$ cat src/rtl/mips_pkg.sv
// Shared types and constants for the MIPS fetch stage.
// Fetch FSM states, next-PC select encoding, PC width, default reset PC.
package mips_pkg;

    localparam int PC_WIDTH = 32;
    localparam logic [31:0] RESET_PC_DEFAULT = 32'h0000_0000;

    typedef enum logic [1:0] {
        FETCH = 2'd0,
        HOLD  = 2'd1,
        HALT  = 2'd2
    } fetch_state_e;

    typedef enum logic [1:0] {
        SEQ    = 2'd0,
        BRANCH = 2'd1,
        JUMP   = 2'd2
    } npc_sel_e;

    function automatic logic [31:0] pc_inc(input logic [31:0] pc);
        return pc + 32'd4;
    endfunction

endpackage

$ cat src/rtl/pc_next_mux.sv
// Priority next-PC select (jump > branch > sequential) with jump-target formation.
// With PC_ALIGN_CHECK_EN undefined the low two target bits are forced to zero.
import mips_pkg::*;

module pc_next_mux (
    input  logic [31:0] pc_seq,
    input  logic [3:0]  pc_region,
    input  logic [31:0] pcbranch,
    input  logic        jump,
    input  logic        pcsrc,
    input  logic [25:0] instr_index,
    output npc_sel_e    sel,
    output logic [31:0] target
);

    logic [31:0] raw_s;

    // Pick the redirect source; jump outranks a taken branch.
    always_comb begin
        sel   = SEQ;
        raw_s = pc_seq;
        if (jump) begin
            sel   = JUMP;
            raw_s = {pc_region, instr_index, 2'b00};
        end else if (pcsrc) begin
            sel   = BRANCH;
            raw_s = pcbranch;
        end else begin
            sel   = SEQ;
            raw_s = pc_seq;
        end
    end

`ifdef PC_ALIGN_CHECK_EN
    assign target = raw_s;
`else
    assign target = raw_s & 32'hFFFF_FFFC;
`endif

endmodule

$ cat src/rtl/pc_fetch.sv
// PC register and instruction fetch with valid/ack memory handshake, skid buffer and redirect kill.
// Optional PC_ALIGN_CHECK_EN: misaligned redirect targets halt fetch and set sticky misaligned.
import mips_pkg::*;

module pc_fetch #(
    parameter logic [31:0] RESET_PC = RESET_PC_DEFAULT
) (
    input  logic        clk,
    input  logic        reset,
    input  logic [31:0] pcbranch,
    input  logic        pcsrc,
    input  logic        jump,
    input  logic [25:0] instr_index,
    input  logic        stall,
    output logic        imem_req,
    output logic [31:0] imem_addr,
    input  logic        imem_ack,
    input  logic [31:0] imem_rdata,
    output logic [31:0] instr,
    output logic [31:0] pcplus4,
    output logic        instr_valid,
    output logic        misaligned
);

    fetch_state_e state_r;
    logic [31:0]  pc_r, addr_r, instr_r, pcplus4_r, skid_instr_r, skid_pcplus4_r;
    logic         req_r, instr_valid_r, kill_r, misaligned_r;

    npc_sel_e     sel_s;
    logic [31:0]  target_s, pc_seq_s;
    logic         consume_s, redirect_s, halt_s, acked_s, outstanding_s;

    assign pc_seq_s = pc_inc(pc_r);

    pc_next_mux u_pc_next_mux (
        .pc_seq      (pc_seq_s),
        .pc_region   (pcplus4_r[31:28]),
        .pcbranch    (pcbranch),
        .jump        (jump),
        .pcsrc       (pcsrc),
        .instr_index (instr_index),
        .sel         (sel_s),
        .target      (target_s)
    );

    // Handshake and redirect qualifiers; redirects only count when decode takes instr.
    always_comb begin
        consume_s     = instr_valid_r && !stall;
        redirect_s    = consume_s && (sel_s != SEQ);
        acked_s       = req_r && imem_ack;
        outstanding_s = req_r && !imem_ack;
`ifdef PC_ALIGN_CHECK_EN
        halt_s        = redirect_s && (target_s[1:0] != 2'b00);
`else
        halt_s        = 1'b0;
`endif
    end

    // Fetch FSM with all datapath registers.
    always_ff @(posedge clk) begin
        if (reset) begin
            state_r        <= FETCH;
            pc_r           <= RESET_PC;
            addr_r         <= RESET_PC;
            req_r          <= 1'b0;
            instr_r        <= 32'h0000_0000;
            pcplus4_r      <= 32'h0000_0000;
            skid_instr_r   <= 32'h0000_0000;
            skid_pcplus4_r <= 32'h0000_0000;
            instr_valid_r  <= 1'b0;
            kill_r         <= 1'b0;
            misaligned_r   <= 1'b0;
        end else begin
            case (state_r)
                FETCH: begin
                    req_r <= 1'b1;
                    if (halt_s) begin
                        state_r       <= HALT;
                        req_r         <= 1'b0;
                        instr_valid_r <= 1'b0;
                        kill_r        <= 1'b0;
                        misaligned_r  <= 1'b1;
                    end else if (redirect_s) begin
                        pc_r          <= target_s;
                        instr_valid_r <= 1'b0;
                        // An un-acked request keeps its address; its ack is dropped later.
                        if (outstanding_s) begin
                            kill_r <= 1'b1;
                        end else begin
                            kill_r <= 1'b0;
                            addr_r <= target_s;
                        end
                    end else if (acked_s && kill_r) begin
                        kill_r <= 1'b0;
                        addr_r <= pc_r;
                        if (consume_s) begin
                            instr_valid_r <= 1'b0;
                        end else begin
                            instr_valid_r <= instr_valid_r;
                        end
                    end else if (acked_s) begin
                        pc_r   <= pc_seq_s;
                        addr_r <= pc_seq_s;
                        if (instr_valid_r && stall) begin
                            skid_instr_r   <= imem_rdata;
                            skid_pcplus4_r <= pc_seq_s;
                            state_r        <= HOLD;
                            req_r          <= 1'b0;
                        end else begin
                            instr_r       <= imem_rdata;
                            pcplus4_r     <= pc_seq_s;
                            instr_valid_r <= 1'b1;
                        end
                    end else begin
                        if (consume_s) begin
                            instr_valid_r <= 1'b0;
                        end else begin
                            instr_valid_r <= instr_valid_r;
                        end
                    end
                end
                HOLD: begin
                    if (!stall) begin
                        state_r <= FETCH;
                        req_r   <= 1'b1;
                        if (halt_s) begin
                            state_r       <= HALT;
                            req_r         <= 1'b0;
                            instr_valid_r <= 1'b0;
                            misaligned_r  <= 1'b1;
                        end else if (redirect_s) begin
                            pc_r          <= target_s;
                            addr_r        <= target_s;
                            instr_valid_r <= 1'b0;
                        end else begin
                            instr_r       <= skid_instr_r;
                            pcplus4_r     <= skid_pcplus4_r;
                            instr_valid_r <= 1'b1;
                        end
                    end else begin
                        req_r <= 1'b0;
                    end
                end
                HALT: begin
                    req_r         <= 1'b0;
                    instr_valid_r <= 1'b0;
                end
                default: begin
                    state_r       <= FETCH;
                    req_r         <= 1'b0;
                    instr_valid_r <= 1'b0;
                    kill_r        <= 1'b0;
                end
            endcase
        end
    end

    assign imem_req    = req_r;
    assign imem_addr   = addr_r;
    assign instr       = instr_r;
    assign pcplus4     = pcplus4_r;
    assign instr_valid = instr_valid_r;
    assign misaligned  = misaligned_r;

endmodule

$ cat config.mk
export PLATFORM = sky130hd
export DESIGN_NAME = pc_fetch
export DESIGN_NICKNAME = d
export VERILOG_FILES = /design/src/rtl/mips_pkg.sv /design/src/rtl/pc_next_mux.sv /design/src/rtl/pc_fetch.sv
export SDC_FILE = /design/constraint.sdc
export NUM_CORES = 1
export LEC_CHECK = 0
export ABC_AREA = 1
export CORE_MARGIN = 2
export CORE_UTILIZATION = 53
export DETAILED_ROUTE_END_ITERATION = 10
export GPL_TIMING_DRIVEN = 0
export PLACE_DENSITY = 0.81
export SLEW_MARGIN = 15
export SYNTH_ARGS = -nofsm -noshare
export SYNTH_HDL_FRONTEND = slang
export SYNTH_HIERARCHICAL = 1
export SYNTH_SLANG_ARGS = --single-unit
$ cat constraint.sdc
create_clock -name clk -period 2.8 [get_ports clk]
set_clock_uncertainty 0.1 [all_clocks]
set_input_delay 0.56 -clock clk [delete_from_list [all_inputs] [get_ports clk]]
set_output_delay 0.56 -clock clk [all_outputs]
set_load 0.01 [all_outputs]
# ---- After elaboration in Yosys (flattened, before gate mapping)
# Cells that the tools add are included.
dict set report word_totals {
  register_bits 197
}
dict set report classes {
  add_sub_neg 1
  n_eq_ne 16
  muxes 52
  bitwise 4
  n_reduce_logical 19
}
# op count
set op_table {}
lappend op_table {{$mux W32} 22}
lappend op_table {{$pmux W32 S2} 4}
lappend op_table {{$add A32 B3 Y32 const B} 1}
lappend op_table {{$mux W1} 16}
lappend op_table {{$ne A2 B2 Y1 const B} 8}
lappend op_table {{$reduce_and A5 Y1} 3}
lappend op_table {{$mux W2} 6}
lappend op_table {{$ne A3 B3 Y1 const B} 4}
lappend op_table {{$reduce_and A7 Y1} 1}
lappend op_table {{$logic_and A1 B1 Y1} 6}
lappend op_table {{$pmux W1 S2} 3}
lappend op_table {{$pmux W2 S3} 1}
lappend op_table {{$reduce_and A6 Y1} 1}
lappend op_table {{$ne A5 B5 Y1 const B} 1}
lappend op_table {{$ne A4 B4 Y1 const B} 1}
lappend op_table {{$not A1 Y1} 4}
lappend op_table {{$reduce_and A2 Y1} 2}
lappend op_table {{$reduce_bool A2 Y1} 2}
lappend op_table {{$eq A2 B1 Y1 const B} 1}
lappend op_table {{$eq A2 B2 Y1 const B} 1}
lappend op_table {{$logic_not A1 Y1} 2}
lappend op_table {{$logic_not A2 Y1} 1}
lappend op_table {{$reduce_or A2 Y1} 1}

# ---- Depth between registers and ports, before layout
# Gate-level depths: netlist of the first run.
dict set report depth {
  ltp_word 7
  ltp_mapped 18
}

# ---- By module
# Netlist of the first run, hierarchy kept.
# module n_inst area_per_inst_um2 seq_area_each_um2 cells_each
set by_module_without_submodules {}
lappend by_module_without_submodules {pc_fetch 1 9016.1 3923.8 1290}
lappend by_module_without_submodules {pc_next_mux 1 1203.7 0.0 229}

# ---- Worst setup path before layout of the first run
# Ideal clock, no wire load.
dict set report synth_timing {
  path_type {reg2reg}
  startpoint {register pc_r[2]}
  endpoint {register addr_r[20] (netlist: imem_addr[20])}
  period_less_slack_ps 2128
  path_stages_with_launch 16
  path_slack_ps 672
  t_arrival_ps 1959
  required_ps 2630
  setup_ps 70
  path_cell_list {dfxtp_1 > ha_1 > nand2_1 > nor2_1 > nand2_2 > nor2_1 > nand2_1 > xor2_1 > inv_1 > nand2_2 > nand3_2 > nand2_2 > nand2_1 > nand2_1 > nor2_1 > a21oi_1}
}
dict set report synth_via {
  elab_chain_cells 6
}
# item line_no
set synth_rtl {}
lappend synth_rtl {{from (decl)} pc_fetch.sv:26} ;# logic [31:0] pc_r, addr_r, instr_r, pcplus4_r, skid_instr_r, skid_pcplus4_r;
lappend synth_rtl {{from (signal assigned)} pc_fetch.sv:84} ;# pc_r <= target_s;
lappend synth_rtl {{from (signal assigned)} pc_fetch.sv:102} ;# pc_r <= pc_seq_s;
lappend synth_rtl {{from (signal assigned)} pc_fetch.sv:132} ;# pc_r <= target_s;
lappend synth_rtl {{$add A32 B3 Y32 (*)} mips_pkg.sv:21} ;# return pc + 32'd4;
lappend synth_rtl {{net pc_seq_s[20]} pc_fetch.sv:30} ;# logic [31:0] target_s, pc_seq_s;
lappend synth_rtl {{$mux W32 (*)} pc_next_mux.sv:25} ;# end else if (pcsrc) begin
lappend synth_rtl {{$mux W32 (*)} pc_next_mux.sv:22} ;# if (jump) begin
lappend synth_rtl {{net target_s[20]} pc_fetch.sv:30}
lappend synth_rtl {{$mux W32, on equally long branches} {pc_fetch.sv:131, pc_fetch.sv:87}}
lappend synth_rtl {{$mux W32, on equally long branches} {pc_fetch.sv:123, pc_fetch.sv:83}}
lappend synth_rtl {{$pmux W32 S2 (*)} pc_fetch.sv:74} ;# case (state_r)
lappend synth_rtl {{to (signal assigned)} pc_fetch.sv:91} ;# addr_r <= target_s;
lappend synth_rtl {{to (signal assigned)} pc_fetch.sv:95} ;# addr_r <= pc_r;
lappend synth_rtl {{to (signal assigned)} pc_fetch.sv:133} ;# addr_r <= target_s;
lappend synth_rtl {{to (decl)} pc_fetch.sv:26}
# Mark *: on every way through the listed nets, which the timed path passes. The rest lies on a longest branch. The select of a mux whose other input is x is not followed.
# A chain may end at the register's enable or synchronous reset.

# ---- Worst setup path in the final report of the first run
dict set report layout_timing {
  startpoint {input jump}
  endpoint {register pc_r[29]}
}
dict set report layout_via {
  elab_chain_cells 5
}
# item line_no
set layout_rtl {}
lappend layout_rtl {{from (decl)} pc_fetch.sv:12} ;# input logic jump,
lappend layout_rtl {{$mux W2 (*)} pc_next_mux.sv:22}
lappend layout_rtl {{net sel_s[0]} pc_fetch.sv:29} ;# npc_sel_e sel_s;
lappend layout_rtl {{$reduce_bool A2 Y1 (*)} pc_fetch.sv:49} ;# redirect_s = consume_s && (sel_s != SEQ);
lappend layout_rtl {{$logic_and A1 B1 Y1 (*)} pc_fetch.sv:49}
lappend layout_rtl {{$ne A3 B3 Y1 (no source line) (tied with other cells)} n/a}
lappend layout_rtl {{$reduce_and A5 Y1 (no source line) or $pmux W32 S2 (tied branches)} n/a}
# Marks and branches as above.

==> metrics.md, run 1 <==
| Metric | Value |
|---|---|
| Outcome | `complete, no violations` |
| Wire length on met3 | `3690 µm` |
| Clock Latency Late Sink | `0.45 ns` |
| WP data required | `3.07 ns` |
| Starting Density | `54.3%` |
| Max cap viols | `0` |
| Max-slew headroom | `38.2%` |
| Post-layout nets | `around 1800` |
| Cells after Synth | `around 1500` |
| Layout cell share with drive strength beyond 1 | `between 10% and 20%` |
| IO Count | `195` |
| Count of cell types in the netlist | `37` |
| Max clock buf depth | `2` |
| Yosys reg bits | `196` |
| Buffers on Ports | `between 150 and 200` |
| Antenna violations before repair | `0` |
| Final setup fails | `0` |
| TritonCTS buffer count | `17` |
| Core area | `0.0188 mm²` |
| Highest Signal Layer | `met4` |
| Worst Setup Start Kind | `primary input` |
| M1 WL | `15300 µm` |
| Fmax | `0.364 GHz` |
| Combinational power share | `19.8%` |
| GRT overflow | `0` |
| Top cells by area, synth | `dfxtp_1 38%, nand2_1 13%, a21oi_1 8.8%` |
| CTS tree | `done` |
| Reg clk slew, reported paths | `0.07 ns` |
| DRC | `0` |
| Chip Width | `143 µm` |
| Seq/Total Area, Yosys | `38.4%` |
| Sink Count | `196` |
| Fin crit share | `98.2%` |
| Overall power | `6.97 mW` |
| Largest net degree at the start of global routing | `22` |
| Number of global-route vias before repair | `roughly 11000` |
| Via density | `approximately 5.7` |
| Switching Fraction | `31.7%` |
| Setup CP Type | `in -> reg` |
| H-tree depth | `4` |
| RSZ-0062 raised after global routing | `no` |
| Seq pwr share | `44.4%` |
| Max Slew Vio Count | `0` |
| Clock period minus worst slack | `roughly 2.8 ns` |
| Slew at the pin closest to its max-slew limit | `0.927 ns` |
| Internal | `around 4.8 mW` |
| First-pass DRT Iterations | `6` |
| Vias | `11400` |
| First-pass GRT wire length | `57400 µm` |
| P per Cell Area | `~530 mW/mm²` |
| Number of hold buffers added after cts | `0` |
| Top cell type's share of synthesized area | `a little under two fifths` |
| Mapped Area | `0.0102 mm²` |
| DR iter-0 viols | `1141` |
| Most frequent cells in the layout | `347 x nand2_1, 195 x dfxtp_1, 191 x clkdlybuf4s50_1` |
| P&R area growth vs syn | `29.5%` |
| Most common cell after layout, fill and taps aside | `nand2_1` |
| Leakage | `5.69 nW` |
| Yosys warns | `6` |
| All-Layer GR Usage | `36.5%` |
| Peak supply drop | `around 0.52 mV` |
| Post-route ant nets | `0` |
| DRT Wirelength | `37300 µm` |
| Gpl congestion | `~1` |
| Fin util | `70.3%` |
| DP HPWL | `27100 µm` |
| Root buf cell | `clkbuf_16` |
| Die outline height | `143 µm` |
| CP Max Fanout | `10` |
| Final hold vios | `0` |
| Switching power | `2.21 mW` |
| Hold crit path type | `reg -> reg` |
| Setup crit end kind | `flip-flop` |
| Die footprint | `0.0204 mm²` |
| Clk network pwr share | `35.8%` |
| Syn_area_per_cell | `6.73 µm²` |
| CP arrival | `3.02 ns` |
| Row count | `50` |
| WL/cell | `18.6 µm` |
| Synth area leader | `dfxtp_1` |
| Met2 Wirelength | `about 17000 µm` |
[kinds of logic after synthesis]
group,Yosys count,synth area share [%]
muxes,1,0.0979
buffers and inverters,277,11.3
other,2,0.0735
DFF,196,38.4
and+or+nand+nor,584,25.7
xor gates and xnor gates,18,1.84
adders and majority gates,1,0.122
AOI/OAI and AO/OA,440,22.5
[metrics by stage]
step | setup slack (ns) | cells | cell area, µm² | TNS [ns] | hold WS, ns
3_3_place_gp | -0.684 | 1971 | 12500 | -65.42 | 0.355
5_1_grt | 0.000996 | 2008 | 13200 | 0 | 0.389
6_report | 0.0497 | 2009 | 13200 | 0 | 0.367
3_5_place_dp | -0.691 | 1971 | 12500 | -66.15 | 0.358
2_1_floorplan | 0.672 | 1520 | 10200 | 0 | 0.356
4_1_cts | 0.0294 | 2003 | 13100 | 0 | 0.367
[path summary, 6_finish.rpt]
| kind | endpoint | start | cells past startpoint | slack, ns |
|---|---|---|---|---|
| worst max-delay path | pc_r[29] | jump | 9 | 0.05 |
| worst min-delay path | imem_addr[31] | imem_addr[31] | 2 | 0.37 |
| worst max register to register | imem_addr[20] | pc_r[2] | 15 | 0.15 |
| worst min register to register | imem_addr[31] | imem_addr[31] | 2 | 0.37 |
[cell type report]
type	count	area, µm²
inverter	176	661
clock buffer	18	429
antenna	1	2.50
fill	1659	5590
multi-input combinational	1047	5240
clock inverter	14	171
buffer	101	507
tap	260	325
timing repair buffer	196	1970
sequential	196	3930
[sequential cells by signal, summed over array words and instances, names as in the netlist]
name / count
state_r: 1
imem_req: 1
kill_r: 1
instr_valid: 1
pc_r: 32
instr: 32
skid_pcplus4_r: 32
pcplus4: 32
skid_instr_r: 32
imem_addr: 32
[per-layer routing]
metal / global-route usage (%) / vias to the layer above
met4: 15.3 / 0
met5: 0 / -
met1: 49.4 / 5285
li1: - / 5345
met3: 6.54 / 96
met2: 57.5 / 667
[synth_stat cells, drive strengths merged]
cell type and instances:
nor2 117, nand2 394, o21ai 202, mux2i 1, a21oi 179, xnor2 1, buf 49, dfxtp 196
and2 1, o211a 1, ha 1, xor2 17, a211oi 1, o22ai 5, a221oi 1, nand4 5
o211ai 3, nor3 10, nand3 57, conb 2, inv 176, a31oi 48, clkbuf 52
[power groups by stage]
stage,Sequential (mW),Clock (mW),Combinational (mW)
detailed placement,3.15,0,1.33
global route,3.11,2.61,1.49
floorplan,3.17,0,0.656
CTS,3.09,2.48,1.34
finish,3.10,2.49,1.38
global placement,3.15,0,1.31
[worst max-delay path: stages]
cell	delay, ns
clkdlybuf4s50_1	0.56
buf_4	0.27
nor2_2	0.22
o21ai_4	0.10
buf_12	0.15
o21ai_2	0.24
clkbuf_1	0.55
o21ai_0	0.20
a21oi_1	0.16
[what timing repair did]
item | in CTS | in global routing
endpoints found under the setup margin | 117 | 52
cloned | 0 | 0
pin swaps | 0 | 2
buffers inserted | 0 | 5
resized for setup | 8 | 15
(Power assumes the default switching activity.)
==> run 2: changes to the inputs <==
Settings changed: TNS_END_PERCENT from default to 1.
==> metrics.md, run 2 (same netlist as run 1, synthesis figures left out) <==
| Metric | Value |
|---|---|
| Most frequent cells in the layout | `347 x nand2_1, 195 x dfxtp_1, 191 x clkdlybuf4s50_1` |
| Die footprint | `0.0204 mm² (unchanged)` |
| IO Count | `195 (unchanged)` |
| Crit-path cells | `clkdlybuf4s50_1 -> buf_4 -> nor2_2 -> o21ai_2 -> nor2_1 -> nor2_2 -> inv_2 -> clkbuf_1 -> a21oi_1 -> a21oi_1` |
| Sink Count | `196 (unchanged)` |
| Max clock buf depth | `2 (unchanged)` |
| Final setup fails | `0 (unchanged)` |
| Setup CP Type | `in -> reg` |
| Max-slew headroom | `38.5% (+0.25 points)` |
| Buffers on Ports | `191 (unchanged)` |
| Worst Setup Start Kind | `primary input` |
| Slew at the pin closest to its max-slew limit | `0.923 ns (-0.00375 ns)` |
| Max cap viols | `0 (unchanged)` |
| DRC | `0 (unchanged)` |
| Most common cell after layout, fill and taps aside | `nand2_1` |
| Die outline height | `143 µm (unchanged)` |
| Critical-path top delay cell | `clkdlybuf4s50_1` |
| Leakage | `5.68 nW (-0.12%)` |
| Post-layout nets | `1832 (unchanged)` |
| CP Max Fanout | `10 (unchanged)` |
| Crit-path leading delay family | `buffers and inverters` |
| Overall power | `6.97 mW (about the same)` |
| Clock Latency Late Sink | `0.45 ns (about the same)` |
| DP HPWL | `27100 µm (unchanged)` |
| Fmax | `0.360 GHz (-0.91%)` |
| RSZ-0062 raised after global routing | `yes` |
| WP data required | `3.07 ns (about the same)` |
| Post-route ant nets | `0 (unchanged)` |
| Row count | `50 (unchanged)` |
| CTS tree | `done` |
| Largest net degree at the start of global routing | `22 (unchanged)` |
| P&R area growth vs syn | `29.4%` |
| CP arrival | `3.05 ns (+0.03 ns)` |
| Reg clk slew, reported paths | `0.08 ns (about the same)` |
| Clock period minus worst slack | `2.78 ns (+0.0253 ns)` |
| P per Cell Area | `527 mW/mm² (about the same)` |
| Cells after DPL | `1971 (unchanged)` |
| Vias | `11400 (+0.12%)` |
| Gpl congestion | `0.992 (unchanged)` |
| DRT Wirelength | `37200 µm (about the same)` |
| Fin crit share | `99.1% (+0.90 points)` |
| First-pass DRT Iterations | `8 (+2)` |
| Number of global-route vias before repair | `10600 (unchanged)` |
| CP bufs+invs | `4 (unchanged)` |
| Cell Count, Final, Fillers Out | `2008 (-0.050%)` |
| Peak supply drop | `0.527 mV (+0.89%)` |
| WL/cell | `18.5 µm (about the same)` |
| Max Slew Vio Count | `0 (unchanged)` |
| Hold crit path type | `reg -> reg` |
| Layout cell share with drive strength beyond 1 | `11.6% (-0.11 points)` |
| All-Layer GR Usage | `36.5% (unchanged)` |
| Setup crit end kind | `flip-flop` |
| GRT overflow | `0 (unchanged)` |
| Diode count | `0 (-1)` |
| First-pass GRT wire length | `57400 µm (unchanged)` |
| TritonCTS buffer count | `17 (unchanged)` |
| Final hold vios | `0 (unchanged)` |
| Core area | `0.0188 mm² (unchanged)` |
| Starting Density | `54.3% (unchanged)` |
| Critical Path Max Stage Delay | `0.56 ns (about the same)` |
| DR iter-0 viols | `1147 (+0.53%)` |
| Root buf cell | `clkbuf_16` |
| Via density | `5.68 (+0.17%)` |
| Antenna violations before repair | `0 (unchanged)` |
| Chip Width | `143 µm (unchanged)` |
| H-tree depth | `4 (unchanged)` |
| Outcome | `complete, no violations` |
## run 2: changes by cell type in the layout (fill, tap and decap cells not counted)
cell | previous run | this run
clkbuf_2 | 4 | 2
xor2_4 | 3 | 2
diode_2 | 1 | 0
xor2_2 | 5 | 6
clkbuf_1 | 49 | 51
## run 2: routing by layer
| metal | vias to the layer above | routed length, µm | GRT usage, % |
|---|---|---|---|
| met2 | 702 | 16900 | 57.5 |
| met3 | 112 | 3870 | 6.54 |
| met1 | 5250 | 15000 | 49.4 |
| met5 | - | 0 | 0 |
| li1 | 5343 | - | - |
| met4 | 0 | 1510 | 15.3 |
## run 2: per-stage QoR
step	util, %	cell area (µm²)	TNS [ns]	worst slack [ns]	hold slack, ns
after global placement	66.2	12500	-65.42	-0.684	0.355
after detailed placement	66.2	12500	-66.15	-0.691	0.358
after CTS	69.6	13100	0	0.0294	0.367
final	70.2	13200	0	0.0244	0.367
after global routing	70.2	13200	-0.148	-0.0419	0.389
after floorplan	-	10200	0	0.672	0.356
## run 2: power by group
part | total (mW) | internal (mW) | switching [mW]
combinational | 1.38 | 0.595 | 0.785
clock | 2.49 | 1.21 | 1.28
sequential | 3.10 | 2.96 | 0.139
total | 6.97 | 4.76 | 2.21
## run 2: final timing paths
path	endpoint	start	slack, ns	depth (start not counted)
setup / recovery	pc_r[12]	jump	0.02	10
setup reg to reg	pc_r[14]	pc_r[2]	0.19	13
hold / removal	imem_addr[31]	imem_addr[31]	0.37	2
hold reg to reg	imem_addr[31]	imem_addr[31]	0.37	2
## run 2: cell type report
type                       instances  area (µm²)
buffer                           101         504
clock buffer                      18         429
clock inverter                    14         171
fill                            1667        5610
inverter                         176         661
multi-input combinational       1047        5230
sequential                       196        3930
tap                              260         325
timing repair buffer             196        1970
## run 2: repair_timing
| item | in CTS | in global routing |
|---|---|---|
| endpoints found under the setup margin | 117 | 52 |
| hold buffers | 0 | 0 |
| pin swaps | 0 | 2 |
| buffers inserted | 0 | 5 |
| gates cloned | 0 | 0 |
| gates resized for setup | 8 | 10 |
## run 2: tightest hold or removal path, stage by stage (launching register included)
cell	delay, ns
dfxtp_1	0.31
nand2_1	0.06
a21oi_1	0.06
==> run 3: changes to the inputs <==
Settings changed: CORE_UTILIZATION 53 to 48, PLACE_DENSITY 0.81 to 0.78, SETUP_SLACK_MARGIN from default to 0.4.
Clock period 2.8 ns to 2.36 ns, I/O delays scaled along.
==> metrics.md, run 3 (same netlist as run 1, synthesis figures left out) <==
| Metric | Value |
|---|---|
| WP data required | `2.67 ns (-0.40 ns)` |
| P per Cell Area | `604 mW/mm² (+15%)` |
| DR iter-0 viols | `1121 (-2.3%)` |
| Post-layout nets | `1868 (+2.0%)` |
| DRC | `0 (unchanged)` |
| Peak supply drop | `0.469 mV (-11%)` |
| Final hold vios | `0 (unchanged)` |
| Hold endpoint | `imem_addr[18]` |
| Most common cell after layout, fill and taps aside | `nand2_1` |
| Cell Count, Final, Fillers Out | `2059 (+2.5%)` |
| Worst Setup Start Kind | `primary input` |
| Core area | `0.0210 mm² (+11%)` |
| IO Count | `195 (unchanged)` |
| R2R setup slack | `0.12 ns (-0.07 ns)` |
| Post-route ant nets | `0 (unchanged)` |
| Hold crit path type | `reg -> reg` |
| Root buf cell | `clkbuf_16` |
| Layout cell share with drive strength beyond 1 | `17.7% (+6.0 points)` |
| TritonCTS buffer count | `17 (unchanged)` |
| Hold depth | `2 (unchanged)` |
| Max Slew Vio Count | `0 (unchanged)` |
| Number of hold buffers added after cts | `0 (unchanged)` |
| Clock period minus worst slack | `approximately 2.2 ns` |
| Largest net degree at the start of global routing | `22 (unchanged)` |
| Outcome | `complete, no violations` |
| Vias | `11500 (+1.1%)` |
| RSZ-0062 raised after global routing | `yes` |
| Fin crit share | `between 90% and 100%` |
| Max clock buf depth | `2 (unchanged)` |
| Most frequent cells in the layout | `328 x nand2_1, 188 x clkdlybuf4s50_1, 178 x a21oi_1` |
| Die outline height | `150 µm (+4.9%)` |
| Number of global-route vias before repair | `10800 (+1.1%)` |
| Setup CP Type | `in -> reg` |
| Cells after DPL | `1986 (+0.76%)` |
| GRT overflow | `0 (unchanged)` |
| Starting Density | `48.8% (-5.5 points)` |
| Max-slew headroom | `46.9% (+8.5 points)` |
| Buffers on Ports | `191 (unchanged)` |
| Slew at the pin closest to its max-slew limit | `0.796 ns (-0.127 ns)` |
| Antenna violations before repair | `0 (unchanged)` |
| Worst r2r path cells | `17 (+4)` |
| Die footprint | `0.0225 mm² (+10%)` |
| DP HPWL | `27500 µm (+1.7%)` |
| Reg clk slew, reported paths | `0.09 ns (about the same)` |
| First-pass DRT Iterations | `5 (-3)` |
| CTS tree | `done` |
| Row count | `53 (+6.0%)` |
| Via density | `5.60 (-1.4%)` |
| Final setup fails | `0 (unchanged)` |
| Diode count | `0 (unchanged)` |
| CP arrival | `2.55 ns (-0.50 ns)` |
| All-Layer GR Usage | `34.0% (-2.5 points)` |
| Worst hold slack | `0.371 ns (+0.00354 ns)` |
| Sink Count | `196 (unchanged)` |
| DRT Wirelength | `38500 µm (+3.4%)` |
| Worst hold start | `imem_addr[18]` |
| Chip Width | `150 µm (+4.9%)` |
| Worst flop-to-flop path startpoint | `pc_r[3]` |
| Setup TNS | `0 ns (unchanged)` |
| Setup crit end kind | `flip-flop` |
| Fmax | `0.445 GHz` |
| Max cap viols | `0 (unchanged)` |
| P&R area growth vs syn | `36.7%` |
| First-pass GRT wire length | `58900 µm (+2.5%)` |
| WL/cell | `18.7 µm (+0.85%)` |
| RR Endpoint | `imem_addr[18]` |
| Leakage | `6.01 nW (+5.8%)` |
| CP Max Fanout | `10 (unchanged)` |
| Gpl congestion | `0.998 (+0.58%)` |
| H-tree depth | `4 (unchanged)` |
| Clock Latency Late Sink | `0.45 ns (about the same)` |
==> run 3: power breakdown <==
part	internal (mW)	leakage [nW]	total, mW	switching [mW]
Combinational	0.760	4.10	1.74	0.981
Sequential	3.51	1.61	3.68	0.169
Clock	1.48	0.298	3.01	1.54
Total	5.75	6.01	8.44	2.69
==> run 3: worst max path at each step <==
stage | cells past startpoint | to | slack, ns | start
after floorplan | 10 | imem_addr[0] | 0.38 | jump
after detailed placement | 9 | imem_addr[25] | -1.02 | jump
after CTS | 15 | imem_addr[24] | 0.15 | pc_r[11]
after global placement | 9 | imem_addr[21] | -0.95 | jump
final | 8 | skid_pcplus4_r[23] | 0.11 | stall
after global routing | 17 | imem_addr[18] | 0.02 | pc_r[3]
==> run 3: what timing repair did <==
item,in CTS,in global routing
buffers inserted,32,9
pin swaps,31,16
resized for setup,125,30
setup endpoints to repair,205,226
==> run 3: per-stage QoR <==
step                total power, mW  cell area, µm²  utilization, %  setup slack (ns)
floorplan                      4.55           10300               -             0.375
global placement               5.31           12500            59.7            -0.947
detailed placement             5.33           12500            59.7             -1.02
CTS                            8.38           13800            65.8             0.147
global route                   8.74           14000            66.7            0.0219
finish                         8.44           14000            66.7             0.112
==> run 3: metal layers <==
layer  GRT usage (%)  vias to the layer above  routed length, µm
li1                -                     5408                  -
met1            44.4                     5360              15600
met2            54.4                      626              17300
met3            6.49                      137               3560
met4            15.5                        0               2100
met5               0                        -                  0
==> run 3: cell type report <==
cell class              instances  area, µm²
clock inverters                14        170
multi-input cells            1047       5570
well taps                     275        344
fillers                      1850       6990
plain buffers                 101        544
repair buffers                232       2250
flip-flops and latches        196       3970
clock buffers                  18        439
inverters                     176        673
==> run 3: worst max-delay path, stage by stage <==
cell and delay, ns:
clkdlybuf4s50_1 0.64, nand2_1 0.23, nor3_4 0.36, clkbuf_1 0.48
nor2_1 0.10, nor2_1 0.12, o21ai_1 0.08, inv_1 0.07
